[config.mk]
export PLATFORM = sky130hd
export DESIGN_NAME = uart_rxd
export DESIGN_NICKNAME = d
export VERILOG_FILES = /design/src/rtl/uart_pkg.sv /design/src/rtl/uart_sync2.sv /design/src/rtl/uart_rxd.sv
export SDC_FILE = /design/constraint.sdc
export NUM_CORES = 1
export LEC_CHECK = 0
export ABC_AREA = 1
export CAP_MARGIN = 20
export CORE_ASPECT_RATIO = 0.75
export CORE_MARGIN = 4
export CORE_UTILIZATION = 50
export DETAILED_ROUTE_END_ITERATION = 8
export PLACE_DENSITY = 0.75
export REMOVE_ABC_BUFFERS = 1
export SYNTH_ARGS = -nofsm -noshare
export SYNTH_HDL_FRONTEND = slang
export SYNTH_SLANG_ARGS = --single-unit
[constraint.sdc]
create_clock -name clk -period 2.1 [get_ports clk]
set_input_delay 0.21 -clock clk [delete_from_list [all_inputs] [get_ports clk]]
set_output_delay 0.21 -clock clk [all_outputs]
set_load 0.01 [all_outputs]
[src/rtl/uart_pkg.sv]
// Shared UART definitions: state encoding, frame constants and baud divider math
// common to the uart_rxd / uart_txd pair.
package uart_pkg;

    typedef enum logic [2:0] {
        IDLE,
        START,
        DATA,
        STOP,
        BREAK
    } state_t;

    localparam int DATA_BITS = 8;
    localparam int STOP_BITS = 1;

    // Clocks per bit; integer division, so the link tolerates the truncation error.
    function automatic int baud_div(input int clock_hz, input int baud);
        return clock_hz / baud;
    endfunction

    function automatic int baud_half(input int div);
        return div / 2;
    endfunction

endpackage

[src/rtl/uart_sync2.sv]
// Two-flop synchroniser for an asynchronous single-bit input; reset value
// chosen by the instantiator so the output matches the line's idle level.
module uart_sync2 #(
    parameter logic RESET_VAL = 1'b1
) (
    input  logic clk,
    input  logic rst_n,
    input  logic d,
    output logic q
);

    logic meta;

    always_ff @(posedge clk) begin
        if (!rst_n) begin
            meta <= RESET_VAL;
            q    <= RESET_VAL;
        end else begin
            meta <= d;
            q    <= meta;
        end
    end

endmodule

[src/rtl/uart_rxd.sv]
// UART receiver: 8 data bits MSB first, one stop bit. Samples the synchronised
// line at bit centres and strobes valid (good frame) or frame_err (stop low).
module uart_rxd
    import uart_pkg::*;
#(
    parameter int CLOCK_FREQUENCY = 100_000_000,
    parameter int BAUD_RATE       = 115_200
) (
    input  logic       clk,
    input  logic       rst_n,
    input  logic       rxd,
    output logic [7:0] q,
    output logic       valid,
    output logic       frame_err,
    output logic       busy
);

    // DIV below 4 is unsupported: HALF-1 would not leave room for the start check.
    localparam int DIV  = baud_div(CLOCK_FREQUENCY, BAUD_RATE);
    localparam int HALF = baud_half(DIV);
    localparam int CW   = $clog2(DIV);
    localparam int BW   = $clog2(DATA_BITS);

    localparam logic [CW-1:0] CNT_LAST = CW'(DIV - 1);
    localparam logic [CW-1:0] CNT_MID  = CW'(HALF - 1);

    state_t                 state, state_n;
    logic [CW-1:0]          cnt, cnt_n;
    logic [BW-1:0]          bit_cnt, bit_cnt_n;
    logic [DATA_BITS-1:0]   shift_reg, shift_n;
    logic [7:0]             q_n;
    logic                   valid_n, frame_err_n;
    logic                   rx_s;

    uart_sync2 #(.RESET_VAL(1'b1)) u_sync (
        .clk   (clk),
        .rst_n (rst_n),
        .d     (rxd),
        .q     (rx_s)
    );

    always_ff @(posedge clk) begin
        if (!rst_n) begin
            state     <= IDLE;
            cnt       <= '0;
            bit_cnt   <= '0;
            shift_reg <= '0;
            q         <= 8'h00;
            valid     <= 1'b0;
            frame_err <= 1'b0;
        end else begin
            state     <= state_n;
            cnt       <= cnt_n;
            bit_cnt   <= bit_cnt_n;
            shift_reg <= shift_n;
            q         <= q_n;
            valid     <= valid_n;
            frame_err <= frame_err_n;
        end
    end

    always_comb begin
        state_n     = state;
        cnt_n       = (cnt == CNT_LAST) ? '0 : cnt + CW'(1);
        bit_cnt_n   = bit_cnt;
        shift_n     = shift_reg;
        q_n         = q;
        valid_n     = 1'b0;
        frame_err_n = 1'b0;
        case (state)
            IDLE: begin
                cnt_n = '0;
                if (!rx_s) state_n = START;
            end
            START: begin
                if (cnt == CNT_MID) begin
                    cnt_n = '0;
                    if (!rx_s) begin
                        state_n   = DATA;
                        bit_cnt_n = '0;
                    end else begin
                        state_n = IDLE;
                    end
                end
            end
            DATA: begin
                if (cnt == CNT_LAST) begin
                    shift_n   = {shift_reg[DATA_BITS-2:0], rx_s};
                    bit_cnt_n = bit_cnt + BW'(1);
                    if (bit_cnt == BW'(DATA_BITS - 1)) begin
                        state_n = STOP;
                        cnt_n   = '0;
                    end
                end
            end
            STOP: begin
                if (cnt == CNT_LAST) begin
                    cnt_n = '0;
                    if (rx_s) begin
                        q_n     = shift_reg;
                        valid_n = 1'b1;
                        state_n = IDLE;
                    end else begin
                        frame_err_n = 1'b1;
                        state_n     = BREAK;
                    end
                end
            end
            BREAK: begin
                // Held-low line must return high before another start is armed.
                cnt_n = '0;
                if (rx_s) state_n = IDLE;
            end
            default: state_n = IDLE;
        endcase
    end

    assign busy = (state != IDLE);

endmodule
==> impl_results.md, run 1 <==
* Quantity of gates resized following cts at 0
* Worst Slack Setup Final at approximately 0.43 ns
* Total Die Area at slightly above 4000 sq um
* Slowest cell delay on critical path at between 0.4 and 0.5 ns
* P&R area growth vs syn at 17.6%
* Total congestion overflow after global routing at 0
* Antenna-violating nets left at 0
* Sequential cell area at approximately 720 sq um
* Placement row count at 17
* Wire length per cell at 11.4 microns
* Initial DRT Pass Iterations at 4
* Status: finished clean
* Effective utilization at floorplan at 0.530
* CP required at between 1.5 and 2 ns
* Most common library cell in the layout ignoring fill and taps: sky130_fd_sc_hd__nor2_1
* Post-DP HPWL at 2230 microns
* Most Used Layer, Global Route: met1
* GR met3 Demand/Resource at 0.0519
* Beginning of the worst hold path: u_sync.meta$_SDFF_PN1_
* Synthesis Warnings at 0
* Flip-flop count of the largest register, all copies and words added at 10
* Number of fill cells at around 280
* Core footprint at 3000 sq um
* Cells after synthesis at roughly 200
* Post-route DRC violation count at 0
* Maximum achievable frequency at 598 MHz
* Seq/Total Area, Yosys at 0.453
* Die X-Extent at 73.1 microns
* Unique masters post-synth at 28
* Crit path max-delay cell type: sky130_fd_sc_hd__clkdlybuf4s50_1
* Clock power frac at 0.323
* Pre-CTS setup slack at between 0.5 and 0.6 ns
* Crit-path cells: nor2_1, nand2_1, clkdlybuf4s50_1
* Die extent in y at 56.8 microns
* Final critical delay including setup and external delays at ~1.7 ns
* I/O pins at 14
* Static leakage at approximately 0.80 nW
* Worst hold path type: reg2reg
* Switching component of the power at 0.000595 W
* Sum of negative setup slack at 0 ns
* Final-report setup violation count at 0
* Hold endpoint: u_sync.q$_SDFF_PN1_
* Grt met2 use at 0.206
* Later-pin clock latency in the skew report at between 0.2 and 0.3 ns
* Clock input transition at the sequential cells of the worst setup and hold paths at about 0.07 ns
* Largest net degree at the start of global routing at 13
* Sequential Power Share at 0.417
* Launching point of the worst reg2reg path: cnt[0]$_SDFF_PN0_
* Post-synthesis sequential element count at 36
* Global routing usage on met1 at 0.238
* Total count of max-transition violations in the final report at 0
* Number of global-route vias before repair at roughly 1.1k
* Wire length of the first global-routing pass at 5190 microns
* FF-to-FF setup slack at roughly 0.55 ns
* Type of element launching the critical path: flip-flop
* Count of endpoints failing hold in the final timing report at 0
* Drt total wl at between 2000 and 3000 microns
* TritonCTS clock tree: yes
* Dpl cells at about 250
* Switching part of the total at 0.322
* Most frequent cells in the layout: sky130_fd_sc_hd__nor2_1, sky130_fd_sc_hd__dfxtp_1, sky130_fd_sc_hd__nand2_1, sky130_fd_sc_hd__inv_1
* # diodes at 0
* Worst setup skew after layout at 0.00697 ns
* Area used by multi-input combinational logic at 754 sq um
* Critical Path End Type: output port
* Synthesized cell area at ~1600 sq um
* Overall power at 0.00185 W
* Worst r2r path cells at 7
* Count of cells along the worst hold path at 1
* Maximum Capacitance Violations at 0
* Maximum level of the CTS H-tree at 2
* Number of buffers inserted to repair setup after CTS at 0
* Unrepaired setup endpoints after global routing: false
* Number of sinks driven by the clock tree at 36
* IR Drop Worst-Case VDD at around 450 uV
* Share of final-layout standard cells stronger than drive strength 1 at 0.147
* Via Count at between 1k and 1.5k
* IO buf count at 13
* Internal power contribution at between 0.001 and 0.0015 W
* Gate power share at 0.260
* Ratio of total power to cell area at a little under 1000 nW/um^2
* Worst R2R End: q[4]$_SDFFE_PN0P_
* Type of the worst setup path: reg2out
* Maximum buffer depth of the clock tree at 2
* Pin slew with the least headroom to its limit at roughly 0.32 ns
* Post-DR vias/cell at 4.80
* Number of buffers created by CTS at 5
* Post-CTS Hold Buffers at 0
* Synthesized area per cell at between 7 and 8 sq um
* DR iter-0 viols at approximately 110
* Gpl congestion at between 0.8 and 0.9
* Clock root cell: sky130_fd_sc_hd__clkbuf_8
* Fin crit share at 0.797
* GRT Overall Usage at 0.158
* Number of antenna violations at the first check in global routing at 0
* Maximum fanout along the worst path at 5
* Net count, final at between 200 and 250
* Post-Layout Cell Count at around 260
* Crit path arrival time at approximately 1.5 ns
* Worst Hold Slack at roughly 0.42 ns
* Relative max-transition margin at 0.788
-- power by group through the flow --
stage          registers, W  clock network [W]  logic, W
6_report           0.000769           0.000596  0.000480
5_1_grt            0.000773           0.000639  0.000539
4_1_cts            0.000769           0.000607  0.000478
3_5_place_dp       0.000785                  0  0.000475
3_3_place_gp       0.000783                  0  0.000476
2_1_floorplan      0.000772                  0  0.000370
-- area by class of cell --
type                    instances  share of cell area
inverters                      24              0.0488
clock inverters                 3              0.0227
clock buffers                   5              0.0368
flip-flops and latches         36               0.385
multi-input cells             141               0.403
repair buffers                 15              0.0776
well taps                      38              0.0254
-- worst max-delay path: cells and delay by family, from the launching register on --
family,cells,cell delay (ns)
buffers and inverters,1,0.48
AND/OR/NAND/NOR,2,0.34
flip-flops,1,0.37
-- cell usage after synthesis (all sizes together) --
master,count,area [sq um]
xnor2,2,17.5
ha,4,50.1
nand2,28,115
clkinv,1,5.00
nand3b,1,7.51
dfxtp,36,721
inv,23,86.3
clkbuf,1,3.75
or2,2,12.5
o21ai,19,98.8
nor2,49,201
buf,2,20.0
nor3,2,21.3
a21oi,10,61.3
xor2,6,52.6
nand4,4,25.0
nor4,1,6.26
nand3,13,85.1
-- through the flow --
| step | util | instance area (sq um) |
|---|---|---|
| floorplan | - | 1570 |
| global placement | 0.587 | 1760 |
| detailed placement | 0.587 | 1760 |
| CTS | 0.624 | 1870 |
| global route | 0.624 | 1870 |
| finish | 0.624 | 1870 |
-- routing by layer --
layer,share of wire,up-vias
met3,0.040,2
met5,0,-
met1,0.56,550
met2,0.39,21
met4,0.0044,0
li1,-,685
-- cell families (layout without fill, tap and decap cells) --
kind of cell,count (synthesis),after routing,synth area share
and+or+nand+nor,100,100,0.298
DFF,36,36,0.453
AOI/OAI and AO/OA,29,29,0.101
buffers and inverters,27,47,0.0724
xor gates and xnor gates,8,8,0.0441
adders and majority gates,4,4,0.0315
-- worst max path at each step --
stage / start / end / slack [ns] / cells after the start
4_1_cts: state[0]$_SDFFE_PN0P_ / busy / 0.43 / 3
3_5_place_dp: cnt[0]$_SDFF_PN0_ / q[4]$_SDFFE_PN0P_ / 0.53 / 7
5_1_grt: cnt[0]$_SDFF_PN0_ / q[5]$_SDFFE_PN0P_ / 0.31 / 7
3_3_place_gp: cnt[0]$_SDFF_PN0_ / q[1]$_SDFFE_PN0P_ / 0.63 / 7
6_report: state[0]$_SDFFE_PN0P_ / busy / 0.43 / 3
2_1_floorplan: cnt[0]$_SDFF_PN0_ / q[0]$_SDFFE_PN0P_ / 0.78 / 7
Note: power is estimated with default switching activity, not from simulation.
==> inputs of run 2 (changes only) <==
--- a/config.mk
+++ b/config.mk
@@ -11,7 +11,7 @@
 export CORE_MARGIN = 4
 export CORE_UTILIZATION = 50
 export DETAILED_ROUTE_END_ITERATION = 8
-export PLACE_DENSITY = 0.75
+export PLACE_DENSITY = 0.77
 export REMOVE_ABC_BUFFERS = 1
 export SYNTH_ARGS = -nofsm -noshare
 export SYNTH_HDL_FRONTEND = slang
==> constraint.sdc (replaced) <==
create_clock -name clk -period 1.4 [get_ports clk]
set_input_delay 0.14 -clock clk [delete_from_list [all_inputs] [get_ports clk]]
set_output_delay 0.14 -clock clk [all_outputs]
set_load 0.01 [all_outputs]
==> run 2 against run 1 <==
  * The flow now finishes with violations (negative setup slack)
  * Combinational power up 120%
  * Utilization grew 10 points
  * Sequential cell count did not move
  * Non-clock buffer count is 14 higher
==> impl_results.md, run 2 (synthesis results as in run 1) <==
* Fin crit share at 1.04
* Largest net degree at the start of global routing at 13
* Post-Layout Cell Count at 277
* IR Drop Worst-Case VDD at approximately 760 uV
* DR iter-0 viols at around 100
* IO buf count at 13
* Post-DP HPWL at roughly 2300 microns
* Drt total wl at just under 4000 microns
* Worst Slack Setup Final at -0.0496 ns
* Type of the worst setup path: reg2reg
* Number of buffers created by CTS at 5
* Maximum achievable frequency at around 690 MHz
* GRT Overall Usage at 0.170
* Switching component of the power at about 0.0012 W
* Gpl congestion at between 0.8 and 0.9
* Clock root cell: sky130_fd_sc_hd__clkbuf_8
* TritonCTS clock tree: yes
* Relative max-transition margin at 0.715
* Worst setup skew after layout at around 0.0061 ns
* Dpl cells at approximately 260
* Number of sinks driven by the clock tree at 36
* Core footprint at roughly 3000 sq um
* # diodes at 0
* Gate power share at 0.338
* Ratio of total power to cell area at 1460 nW/um^2
* Clock input transition at the sequential cells of the worst setup and hold paths at approximately 0.07 ns
* Maximum fanout along the worst path at 3
* Type of element launching the critical path: flip-flop
* Die extent in y at about 57 microns
* Total count of max-transition violations in the final report at 0
* Violated checks: negative setup slack
* Flip-flop count of the largest register, all copies and words added at 10
* Overall power at ~0.0032 W
* Number of antenna violations at the first check in global routing at 0
* Net count, final at about 250
* I/O pins at 14
* Most common library cell in the layout ignoring fill and taps: sky130_fd_sc_hd__nor2_1
* Placement row count at 17
* Maximum Capacitance Violations at 0
* Static leakage at around 0.89 nW
* Share of final-layout standard cells stronger than drive strength 1 at 0.331
* Switching part of the total at 0.365
* Internal power contribution at 0.00202 W
* Worst hold path type: in2reg
* Post-DR vias/cell at 5.30
* Critical Path End Type: flip-flop
* Maximum buffer depth of the clock tree at 2
* Total congestion overflow after global routing at 0
* Final-report setup violation count at 13
* Post-route DRC violation count at 0
* Count of endpoints failing hold in the final timing report at 0
* Post-CTS Hold Buffers at 0
* Final critical delay including setup and external delays at 1.45 ns
* Total Die Area at between 4000 and 5000 sq um
* Maximum level of the CTS H-tree at 2
* Later-pin clock latency in the skew report at roughly 0.29 ns
* Wire length of the first global-routing pass at 5420 microns
* Number of global-route vias before repair at about 1.2k
* Clock power frac at 0.284
* CP required at approximately 1.6 ns
* Die X-Extent at between 70 and 80 microns
* Most frequent cells in the layout: sky130_fd_sc_hd__nor2_1, sky130_fd_sc_hd__dfxtp_1, sky130_fd_sc_hd__nand2_1, sky130_fd_sc_hd__inv_1, sky130_fd_sc_hd__buf_4
* Effective utilization at floorplan at 0.530
* Crit path arrival time at 1.64 ns
* Sequential Power Share at 0.378
* P&R area growth vs syn at 36.4%
* Unrepaired setup endpoints after global routing: true
* Via Count at around 1.5k
* Wire length per cell at between 10 and 15 microns
* Pin slew with the least headroom to its limit at roughly 0.43 ns
* Initial DRT Pass Iterations at 4
* Antenna-violating nets left at 0
* Status: finished, violations left
[run 2: changes by cell type in the layout (fill, tap and decap cells not counted), sizes merged]
cell,delta
clkinvlp,-1
clkdlybuf4s50,-1
clkbuf,+1
buf,+14
dlygate4sd2,+1
nand3,+1
[run 2: power groups by stage]
stage | logic, W | clock network, W | registers [W]
final | 0.00107 | 0.000903 | 0.00120
after global routing | 0.00117 | 0.000957 | 0.00121
after CTS | 0.000766 | 0.000910 | 0.00118
after detailed placement | 0.000752 | 0 | 0.00117
after global placement | 0.000737 | 0 | 0.00117
after floorplan | 0.000554 | 0 | 0.00116
[run 2: worst paths after layout]
path | startpoint | end | slack (ns) | cells after the start
min reg2reg | u_sync.meta$_SDFF_PN1_ | u_sync.q$_SDFF_PN1_ | 0.43 | 1
min | rxd | u_sync.meta$_SDFF_PN1_ | 0.41 | 2
max | cnt[1]$_SDFF_PN0_ | cnt[8]$_SDFF_PN0_ | -0.05 | 6
max reg2reg | cnt[1]$_SDFF_PN0_ | cnt[8]$_SDFF_PN0_ | -0.05 | 6
[run 2: layer usage]
metal / vias to the layer above / track usage / share of wire
met5: - / 0 / 0
met4: 0 / 0.0842 / 0.033
met3: 15 / 0.0501 / 0.059
met2: 60 / 0.239 / 0.45
met1: 673 / 0.232 / 0.45
li1: 720 / - / -
[run 2: layout make-up]
| class | count | area, sq um |
|---|---|---|
| clock buffers | 6 | 72.6 |
| fillers | 215 | 830 |
| repair buffers | 29 | 260 |
| well taps | 38 | 47.5 |
| multi-input cells | 142 | 922 |
| clock inverters | 2 | 35.0 |
| flip-flops and latches | 36 | 738 |
| inverters | 24 | 93.8 |
[run 2: metrics by stage]
step                      cell area (sq um)  worst slack [ns]  utilization   TNS (ns)  hold WS [ns]
after floorplan                        1570            0.0840            -          0         0.247
after global placement                 1830           -0.0281        0.612     -0.160         0.409
after detailed placement               1830           -0.0539        0.612     -0.571         0.412
after CTS                              2010         -0.000811        0.669  -0.000811         0.408
after global routing                   2170           -0.0918        0.723      -1.56         0.418
final                                  2170           -0.0496        0.723     -0.263         0.414
[run 2: critical path, stage by stage, from the launching register on]
cell                      delay [ns]
sky130_fd_sc_hd__dfxtp_4        0.37
sky130_fd_sc_hd__ha_4           0.15
sky130_fd_sc_hd__buf_4          0.11
sky130_fd_sc_hd__nand3_1        0.15
sky130_fd_sc_hd__nor4_1         0.34
sky130_fd_sc_hd__xnor2_1        0.19
sky130_fd_sc_hd__nor2_1         0.05
[run 2: what timing repair did]
action                                  4_1_cts  5_1_grt
gates cloned                                  0        1
pin swaps                                     3       16
endpoints found under the setup margin       25       24
resized for setup                            21       39
setup buffers                                 2        2
==> inputs of run 3 (changes only) <==
--- a/config.mk
+++ b/config.mk
@@ -11,7 +11,7 @@
 export CORE_MARGIN = 4
 export CORE_UTILIZATION = 50
 export DETAILED_ROUTE_END_ITERATION = 8
-export PLACE_DENSITY = 0.77
+export PLACE_DENSITY = 0.78
 export REMOVE_ABC_BUFFERS = 1
 export SYNTH_ARGS = -nofsm -noshare
 export SYNTH_HDL_FRONTEND = slang
==> constraint.sdc (replaced) <==
create_clock -name clk -period 1.28 [get_ports clk]
set_input_delay 0.128 -clock clk [delete_from_list [all_inputs] [get_ports clk]]
set_output_delay 0.128 -clock clk [all_outputs]
set_load 0.01 [all_outputs]
==> run 3 against run 2 <==
  * The run still ends with negative setup slack left
  * Fmax decreased by 0.19%
  * Register-to-register slack worse by 0.12 ns
  * Via count grew 15%
  * Clock skew grew 0.00091 ns
  * Critical path depth rose by 3
  * Utilization increased by 12 points
  * Critical endpoint is now bit_cnt[2]$_SDFFE_PN0P_
  * Largest power group is now combinational logic
  * Highest routed layer unchanged
==> impl_results.md, run 3 (synthesis results as in run 1) <==
* Number of buffers created by CTS at 5
* Dpl cells at 283
* Post-Layout Cell Count at 303
* DR iter-0 viols at approximately 160
* Unrepaired setup endpoints after global routing: true
* CP required at roughly 1.5 ns
* Fin crit share at 1.13
* Share of final-layout standard cells stronger than drive strength 1 at 0.517
* Overall power at around 0.0039 W
* Crit path max-delay cell type: sky130_fd_sc_hd__dfxtp_4
* Drt total wl at around 5400 microns
* Crit-path cells: buf_6, inv_4, ha_4, nand3_4, nor2_4, buf_4, nand4_1, nand3_1, a21oi_1
* Worst Hold Slack at between 0.3 and 0.4 ns
* IO buf count at 13
* Crit path arrival time at 1.64 ns
* Status: finished, violations left
* Worst hold path type: in2reg
* Total Die Area at between 4000 and 5000 sq um
* Flip-flop count of the largest register, all copies and words added at 10
* Number of sinks driven by the clock tree at 36
* TritonCTS clock tree: yes
* Type of element launching the critical path: flip-flop
* Violated checks: negative setup slack
* Count of cells along the worst hold path at 2
* Placement row count at 17
* Most common library cell in the layout ignoring fill and taps: sky130_fd_sc_hd__buf_4
* Post-route DRC violation count at 0
* Sequential cell area at 748 sq um
* Maximum achievable frequency at around 690 MHz
* Post-CTS Hold Buffers at 0
* Slowest cell delay on critical path at between 0.3 and 0.4 ns
* Antenna-violating nets left at 0
* Pin slew with the least headroom to its limit at around 0.25 ns
* Static leakage at 1.11 nW
* I/O pins at 14
* Total congestion overflow after global routing at 0
* Post-DP HPWL at 2480 microns
* Worst r2r path cells at 9
* Wire length per cell at about 18 microns
* Via Count at around 1.7k
* Maximum Capacitance Violations at 0
* P&R area growth vs syn at 60.0%
* Wire length of the first global-routing pass at between 6000 and 7000 microns
* Instance count on the critical path at 9
* Maximum buffer depth of the clock tree at 2
* Total count of max-transition violations in the final report at 0
* Number of global-route vias before repair at ~1.5k
* Relative max-transition margin at 0.831
* Post-DR vias/cell at between 5 and 6
* Maximum fanout along the worst path at 3
* Worst Slack Setup Final at -0.172 ns
* Net count, final at roughly 270
* Final core utilization at 0.848
* Final critical delay including setup and external delays at about 1.5 ns
* Die extent in y at 56.8 microns
* Area used by multi-input combinational logic at ~1100 sq um
* Ratio of total power to cell area at ~1500 nW/um^2
* Pre-CTS setup slack at -0.164 ns
* Final-report setup violation count at 30
* Clock root cell: sky130_fd_sc_hd__clkbuf_8
* # diodes at 0
* Gpl congestion at 0.853
* IR Drop Worst-Case VDD at between 800 and 900 uV
* Worst setup skew after layout at ~0.0070 ns
* Later-pin clock latency in the skew report at 0.30 ns
* Count of endpoints failing hold in the final timing report at 0
* Number of fill cells at between 100 and 150
* Type of the worst setup path: reg2reg
* Top Family by Delay on Critical Path: simple AND/OR/NAND/NOR gates
* Largest net degree at the start of global routing at 15
* Maximum level of the CTS H-tree at 2
* Critical Path End Type: flip-flop
* Effective utilization at floorplan at 0.530
* Die X-Extent at ~73 microns
* Core footprint at approximately 3000 sq um
* Buffers & Inverters on Critical Path at 3
* Clock input transition at the sequential cells of the worst setup and hold paths at 0.07 ns
* Most frequent cells in the layout: sky130_fd_sc_hd__buf_4, sky130_fd_sc_hd__dfxtp_1, sky130_fd_sc_hd__nor2_1, sky130_fd_sc_hd__nand2_1, sky130_fd_sc_hd__nor2_2
* Initial DRT Pass Iterations at 6
* Number of antenna violations at the first check in global routing at 0
* GRT Overall Usage at 0.213
[run 3: changes by cell type in the layout (fill, tap and decap cells not counted), sizes merged]
cell and change:
clkinvlp +1, dlygate4sd2 +8, clkdlybuf4s15 +1, buf +25, inv +1, dlymetal6s2s +1
clkdlybuf4s50 -10, clkbuf -1
[run 3: final timing paths]
path	start	to	slack (ns)
max	cnt[1]$_SDFF_PN0_	bit_cnt[2]$_SDFFE_PN0P_	-0.17
min	rxd	u_sync.meta$_SDFF_PN1_	0.39
max reg2reg	cnt[1]$_SDFF_PN0_	bit_cnt[2]$_SDFFE_PN0P_	-0.17
min reg2reg	u_sync.meta$_SDFF_PN1_	u_sync.q$_SDFF_PN1_	0.43
[run 3: through the flow]
| stage | cell area [sq um] | setup TNS [ns] |
|---|---|---|
| 2_1_floorplan | 1570 | -0.404 |
| 3_3_place_gp | 1990 | -2.68 |
| 3_5_place_dp | 1990 | -3.22 |
| 4_1_cts | 2220 | -2.76 |
| 5_1_grt | 2540 | -4.95 |
| 6_report | 2540 | -2.86 |
[run 3: layer usage]
metal / global-route usage / wire (microns)
met1: 0.264 / 2260
met2: 0.313 / 2570
met3: 0.0823 / 379
met4: 0.111 / 240
met5: 0 / 0
[run 3: cell type report]
| class | count | area share |
|---|---|---|
| multi-input combinational | 142 | 0.419 |
| sequential | 36 | 0.294 |
| timing repair buffer | 54 | 0.184 |
| inverter | 24 | 0.0384 |
| clock buffer | 5 | 0.0271 |
| tap | 38 | 0.0187 |
| clock inverter | 3 | 0.0167 |
| timing repair inverter | 1 | 0.00246 |
[run 3: report_power, final]
group,switching (W),internal [W],total [W]
Combinational,0.000884,0.000618,0.00150
Clock,0.000447,0.000576,0.00102
Sequential,0.000124,0.00121,0.00133
[run 3: what timing repair did]
item | 4_1_cts | 5_1_grt
endpoints found under the setup margin | 43 | 36
pin swaps | 18 | 29
gates cloned | 1 | 1
endpoints found under the hold margin | 0 | 0
buffers inserted | 4 | 7
resized for setup | 37 | 89
